===== src/rtl/qam16_pkg.sv =====
// QAM16 shared definitions: Gray-coded constellation levels and the
// transmit FSM state encoding.
package qam16_pkg;

  typedef enum logic {
    IDLE = 1'b0,
    RUN  = 1'b1
  } state_t;

  // 3-bit signed constellation levels
  localparam logic signed [2:0] LVL_M3 = 3'sb101;
  localparam logic signed [2:0] LVL_M1 = 3'sb111;
  localparam logic signed [2:0] LVL_P1 = 3'sb001;
  localparam logic signed [2:0] LVL_P3 = 3'sb011;

  // Gray map of one 2-bit field: 00->-3, 01->-1, 11->+1, 10->+3
  function automatic logic signed [2:0] gray2lvl(input logic [1:0] g);
    logic signed [2:0] lvl;
    case (g)
      2'b00:   lvl = LVL_M3;
      2'b01:   lvl = LVL_M1;
      2'b11:   lvl = LVL_P1;
      2'b10:   lvl = LVL_P3;
      default: lvl = LVL_M3;
    endcase
    return lvl;
  endfunction

endpackage


===== src/rtl/qam16_iq_mixer.sv =====
// QAM16 I/Q mixer: registered products I*cos and Q*sin, then the registered
// difference I*cos - Q*sin. Valid and symbol-start flags travel alongside
// the data through the same two stages.
module qam16_iq_mixer #(
  parameter int MPR = 10,
  parameter int OW  = MPR + 3
) (
  input  logic                  clk,
  input  logic                  reset,
  input  logic                  clken,
  input  logic signed [2:0]     i_lvl,
  input  logic signed [2:0]     q_lvl,
  input  logic                  iq_active,
  input  logic                  iq_load,
  input  logic signed [MPR-1:0] fcos_i,
  input  logic signed [MPR-1:0] fsin_i,
  output logic signed [OW-1:0]  tx_o,
  output logic                  out_valid,
  output logic                  sym_start
);

  // Products fit in MPR+2 signed bits (|3 * -512| = 1536), so the multiply
  // is carried out directly in that width.
  localparam int PW = MPR + 2;

  logic signed [PW-1:0] i_ext_s;
  logic signed [PW-1:0] q_ext_s;
  logic signed [PW-1:0] cos_ext_s;
  logic signed [PW-1:0] sin_ext_s;
  logic signed [PW-1:0] pi_s;
  logic signed [PW-1:0] pq_s;
  logic signed [PW-1:0] pi_r;
  logic signed [PW-1:0] pq_r;
  logic signed [OW-1:0] diff_s;
  logic                 v1_r;
  logic                 s1_r;

  assign i_ext_s   = PW'(i_lvl);
  assign q_ext_s   = PW'(q_lvl);
  assign cos_ext_s = PW'(fcos_i);
  assign sin_ext_s = PW'(fsin_i);
  assign pi_s      = i_ext_s * cos_ext_s;
  assign pq_s      = q_ext_s * sin_ext_s;
  assign diff_s    = OW'(pi_r) - OW'(pq_r);

  // Product stage: sample the carrier and multiply by the held levels
  always_ff @(posedge clk) begin
    if (reset) begin
      pi_r <= {PW{1'b0}};
      pq_r <= {PW{1'b0}};
      v1_r <= 1'b0;
      s1_r <= 1'b0;
    end else if (clken) begin
      pi_r <= pi_s;
      pq_r <= pq_s;
      v1_r <= iq_active;
      s1_r <= iq_load;
    end
  end

  // Sum stage: form the output sample and its flags
  always_ff @(posedge clk) begin
    if (reset) begin
      tx_o      <= {OW{1'b0}};
      out_valid <= 1'b0;
      sym_start <= 1'b0;
    end else if (clken) begin
      tx_o      <= diff_s;
      out_valid <= v1_r;
      sym_start <= s1_r;
    end
  end

endmodule


===== src/rtl/qam16_mod_tx.sv =====
// QAM16 transmit modulator top: symbol handshake, symbol-hold FSM and
// counter, Gray mapping into I/Q level registers, and the I/Q mixer.
module qam16_mod_tx
  import qam16_pkg::*;
#(
  parameter int MPR = 10,
  parameter int SPS = 8,
  parameter int OW  = MPR + 3
) (
  input  logic                  clk,
  input  logic                  reset,
  input  logic                  clken,
  input  logic [3:0]            sym_i,
  input  logic                  sym_valid,
  output logic                  sym_ready,
  input  logic signed [MPR-1:0] fcos_i,
  input  logic signed [MPR-1:0] fsin_i,
  output logic signed [OW-1:0]  tx_o,
  output logic                  out_valid,
  output logic                  sym_start,
  output logic                  underrun
);

  localparam int            CW       = (SPS > 1) ? $clog2(SPS) : 1;
  localparam logic [CW-1:0] CNT_LAST = CW'(SPS - 1);

  state_t            state_r;
  logic [CW-1:0]     cnt_r;
  logic signed [2:0] i_r;
  logic signed [2:0] q_r;
  logic              load_r;
  logic              underrun_r;
  logic              last_s;
  logic              accept_s;

  // A new symbol can enter when idle or on the last sample of the current
  // one, which lets back-to-back symbols stream without a gap.
  assign last_s    = (cnt_r == CNT_LAST);
  assign sym_ready = clken & ((state_r == IDLE) | last_s);
  assign accept_s  = sym_valid & sym_ready;
  assign underrun  = underrun_r;

  // Symbol FSM: load levels on accept, count samples, flag underrun
  always_ff @(posedge clk) begin
    if (reset) begin
      state_r    <= IDLE;
      cnt_r      <= {CW{1'b0}};
      i_r        <= 3'sb000;
      q_r        <= 3'sb000;
      load_r     <= 1'b0;
      underrun_r <= 1'b0;
    end else if (clken) begin
      case (state_r)
        IDLE: begin
          underrun_r <= 1'b0;
          cnt_r      <= {CW{1'b0}};
          if (accept_s) begin
            i_r     <= gray2lvl(sym_i[3:2]);
            q_r     <= gray2lvl(sym_i[1:0]);
            load_r  <= 1'b1;
            state_r <= RUN;
          end else begin
            i_r     <= 3'sb000;
            q_r     <= 3'sb000;
            load_r  <= 1'b0;
            state_r <= IDLE;
          end
        end
        RUN: begin
          if (last_s) begin
            cnt_r <= {CW{1'b0}};
            if (accept_s) begin
              i_r        <= gray2lvl(sym_i[3:2]);
              q_r        <= gray2lvl(sym_i[1:0]);
              load_r     <= 1'b1;
              underrun_r <= 1'b0;
              state_r    <= RUN;
            end else begin
              i_r        <= 3'sb000;
              q_r        <= 3'sb000;
              load_r     <= 1'b0;
              underrun_r <= 1'b1;
              state_r    <= IDLE;
            end
          end else begin
            cnt_r      <= cnt_r + CW'(1);
            load_r     <= 1'b0;
            underrun_r <= 1'b0;
            state_r    <= RUN;
          end
        end
        default: begin
          state_r    <= IDLE;
          cnt_r      <= {CW{1'b0}};
          i_r        <= 3'sb000;
          q_r        <= 3'sb000;
          load_r     <= 1'b0;
          underrun_r <= 1'b0;
        end
      endcase
    end
  end

  qam16_iq_mixer #(
    .MPR (MPR),
    .OW  (OW)
  ) u_mixer (
    .clk       (clk),
    .reset     (reset),
    .clken     (clken),
    .i_lvl     (i_r),
    .q_lvl     (q_r),
    .iq_active (state_r == RUN),
    .iq_load   (load_r),
    .fcos_i    (fcos_i),
    .fsin_i    (fsin_i),
    .tx_o      (tx_o),
    .out_valid (out_valid),
    .sym_start (sym_start)
  );

endmodule


===== config.mk =====
export PLATFORM = sky130hd
export DESIGN_NAME = qam16_mod_tx
export DESIGN_NICKNAME = d
export VERILOG_FILES = /design/src/rtl/qam16_pkg.sv /design/src/rtl/qam16_iq_mixer.sv /design/src/rtl/qam16_mod_tx.sv
export SDC_FILE = /design/constraint.sdc
export NUM_CORES = 1
export LEC_CHECK = 0
export ABC_CLOCK_PERIOD_IN_PS = 3100
export CORE_ASPECT_RATIO = 2
export CORE_MARGIN = 10
export CORE_UTILIZATION = 47
export DETAILED_ROUTE_END_ITERATION = 16
export MAX_ROUTING_LAYER = met4
export PLACE_DENSITY = 0.76
export SLEW_MARGIN = 5
export SYNTH_ARGS = -nofsm -noshare
export SYNTH_HDL_FRONTEND = slang
export SYNTH_SLANG_ARGS = --single-unit

===== constraint.sdc =====
create_clock -name clk -period 3.1 [get_ports clk]
set_input_delay 0.465 -clock clk [delete_from_list [all_inputs] [get_ports clk]]
set_output_delay 0.465 -clock clk [all_outputs]
set_load 0.05 [all_outputs]

==> metrics <==
HP Class=reg2reg; CTS tree=done; final setup fails=0; IO Pins=45; hold-fix buffers at CTS=0; pin count of the biggest net entering global routing=52; CTS clk-pin slew, worst paths=70 ps; first-pass GRT wire length=roughly 17000 microns; status=finished clean; maximum root-to-sink buffer count=2; CTS Buf Count=5; worst vdd ir=0.264 mV; critical path launch point=fcos_i[5]; Worst-Skew Late Latency=about 300 ps; DRT Pass-1 Iters=4; Post-route DRC=0; Synth cell types=49; R2R Setup Slk=slightly below 80 ps; Finished Cell Area=~0.0056 sq mm; RSZ-0062 raised after global routing=true; r2r worst-path depth=11; Yosys top cell by area=dfxtp_1; signal arrival time at the worst endpoint=about 3200 ps; register area share after synthesis=24.0%; r2r startpoint=i_r[0]; cell count after placement=around 660; Avg WL per Cell=about 15 microns; area post-placement=just over 0.005 sq mm; clk sinks=52; worst-path fanout max=3; Cells after Synth=490; Initial Utilization=between 40% and 50%; worst r2r dst=u_mixer.pi_r[10]; initial antenna violation count=0; top_reg_cell synth=dfxtp_1; diode count=0; Worst Setup EP=u_mixer.pi_r[10]; Root Buffer=clkbuf_16; row count=around 50; Synth area leaders=dfxtp_1 24%, ha_1 15%, fa_1 11%; Syn Area/Cell=between 8 and 9 sq um; H-Tree Depth=2; Layout Nets=665; crit start category=primary input; Post-synth top cells=52 x dfxtp_1, 52 x ha_1, 32 x and2_1, 32 x nor2_1, 30 x inv_1; critical path class=in2reg; FF+latch count, synth=between 50 and 60; Hold Vio Cnt, Final=0; Tcrit/Tclk final=~98%; Via density=between 5 and 6; PD cells=roughly 350 mW/mm^2; post-route ant nets=0; Total Routing Usage GR=between 10% and 20%; Syn-to-layout area delta=28.7%; input/output buffers=44; Synthesis Warnings=0; post-detail-place hpwl=about 8000 microns; area of the mapped netlist=roughly 0.0043 sq mm; grt total ovfl=0; Die H=around 160 microns; width of the die=87.9 microns; EDFF count, synth=0; Max-cap violations=0; Routed WL=slightly above 10000 microns; asr flop ratio synth=0%; Finished Layout Cells=approximately 670; Core Area=around 0.009 sq mm; RePlAce Congestion=between 0.8 and 0.9; die area=between 0.01 and 0.015 sq mm; Layout Utilization=61.9%; Iteration-0 DRC Markers=around 190; layout cell share with drive strength beyond 1=17.9%; CP required=3310 ps; number of global-route vias before repair=3922; syn nets=around 590; critical path capture point type=flip-flop; Tmin final=3020 ps; Power Total=roughly 2000 uW; via count=~3.8k; top-area cell type share of the netlist area=about a quarter; LEAKAGE=0.00256 uW; Max Clk Rate=approximately 330 MHz; final clock skew=~8.3 ps; Slew headroom=59.3%; Max Slew Vio Count=0; Slew @ Worst Pin=605 ps
==> layer usage <==
| metal | wire [microns] | track usage [%] | part of all wire [%] |
|---|---|---|---|
| met5 | 0 | - | 0 |
| met2 | 6040 | 30.0 | 59 |
| met4 | 200 | 6.11 | 1.9 |
| met1 | 3800 | 15.0 | 37 |
| met3 | 235 | 1.20 | 2.3 |
==> kinds of logic (layout without fill, tap and decap cells) <==
group	after synthesis	in the layout	share of synthesized area, %
AND/OR/NAND/NOR	176	176	22.7
AO/OA/AOI/OAI	99	99	15.5
adder cells (fa/ha/maj)	75	75	25.6
flip-flops	52	52	24.0
multiplexers	20	20	4.62
buffers and inverters	54	127	4.71
XOR/XNOR	14	14	2.83
==> layout by cell type, fill, tap and decap left out, types with 7 or more instances in the layout <==
| master | netlist | routed |
|---|---|---|
| nand2b_1 | 18 | 16 |
| o21a_1 | 8 | 8 |
| mux2i_1 | 20 | 20 |
| nor3b_1 | 7 | 7 |
| nand3_1 | 10 | 10 |
| nor2_1 | 32 | 32 |
| inv_1 | 30 | 29 |
| a21oi_1 | 29 | 29 |
| nor2b_1 | 19 | 14 |
| buf_4 | 0 | 43 |
| dfxtp_1 | 52 | 49 |
| nand2_1 | 27 | 26 |
| and2_1 | 32 | 29 |
| fa_1 | 23 | 18 |
| xnor2_1 | 14 | 14 |
| clkdlybuf4s50_1 | 0 | 29 |
| ha_4 | 0 | 15 |
| ha_1 | 52 | 37 |
| a211oi_1 | 12 | 10 |
| o21ai_0 | 14 | 11 |
==> timing repair <==
action / CTS / global route
resized for setup: 35 / 30
pin swaps: 30 / 11
setup buffers: 0 / 1
endpoints found under the setup margin: 10 / 10
==> sequential cells by signal (all words and copies together) (netlist names) <==
signal / cells
load_r: 1
cnt_r: 3
u_mixer.pi_r: 12
u_mixer.pq_r: 12
u_mixer.sym_start: 1
u_mixer.tx_o: 13
underrun: 1
u_mixer.v1_r: 1
u_mixer.s1_r: 1
i_r: 3
u_mixer.out_valid: 1
q_r: 2
state_r: 1
==> critical path: stages <==
cell and delay (ps):
clkdlybuf4s50_1 480, buf_4 110, nor2b_2 40, fa_1 470
ha_1 310, ha_1 300, o21a_1 120, o21a_1 130
o22ai_2 90, or4b_2 610, o311ai_1 100
==> layout make-up <==
type,count,area (sq um)
inverter,32,120
clock buffer,5,125
fill,699,3440
multi-input combinational,384,3370
tap,102,128
timing repair buffer,87,762
clock inverter,3,25.0
sequential,52,1050
==> power by group <==
group	total (uW)	switching, uW	internal (uW)	leakage, uW
Clock	580	275	306	0.0000708
Sequential	739	28.1	711	0.000426
Combinational	634	353	281	0.00206
Total	1950	656	1300	0.00256
==> per-stage QoR <==
| stage | hold slack (ps) | TNS, ps | setup WS, ps |
|---|---|---|---|
| 2_1_floorplan | 446 | 0 | 1.82 |
| 3_3_place_gp | 456 | -4560 | -639 |
| 3_5_place_dp | 472 | -5210 | -665 |
| 4_1_cts | 483 | 0 | 1.79 |
| 5_1_grt | 505 | -37.3 | -22.2 |
| 6_report | 479 | 0 | 76.9 |
==> worst min path at each step <==
| stage | startpoint | endpoint | slack (ps) | depth (start not counted) |
|---|---|---|---|---|
| floorplan | u_mixer.pi_r[0] | u_mixer.pi_r[0] | 450 | 2 |
| global placement | underrun | underrun | 460 | 2 |
| detailed placement | underrun | underrun | 470 | 2 |
| CTS | underrun | underrun | 480 | 2 |
| global route | underrun | underrun | 500 | 2 |
| finish | underrun | underrun | 480 | 2 |
No activity file was read; power rests on OpenSTA's default activity.
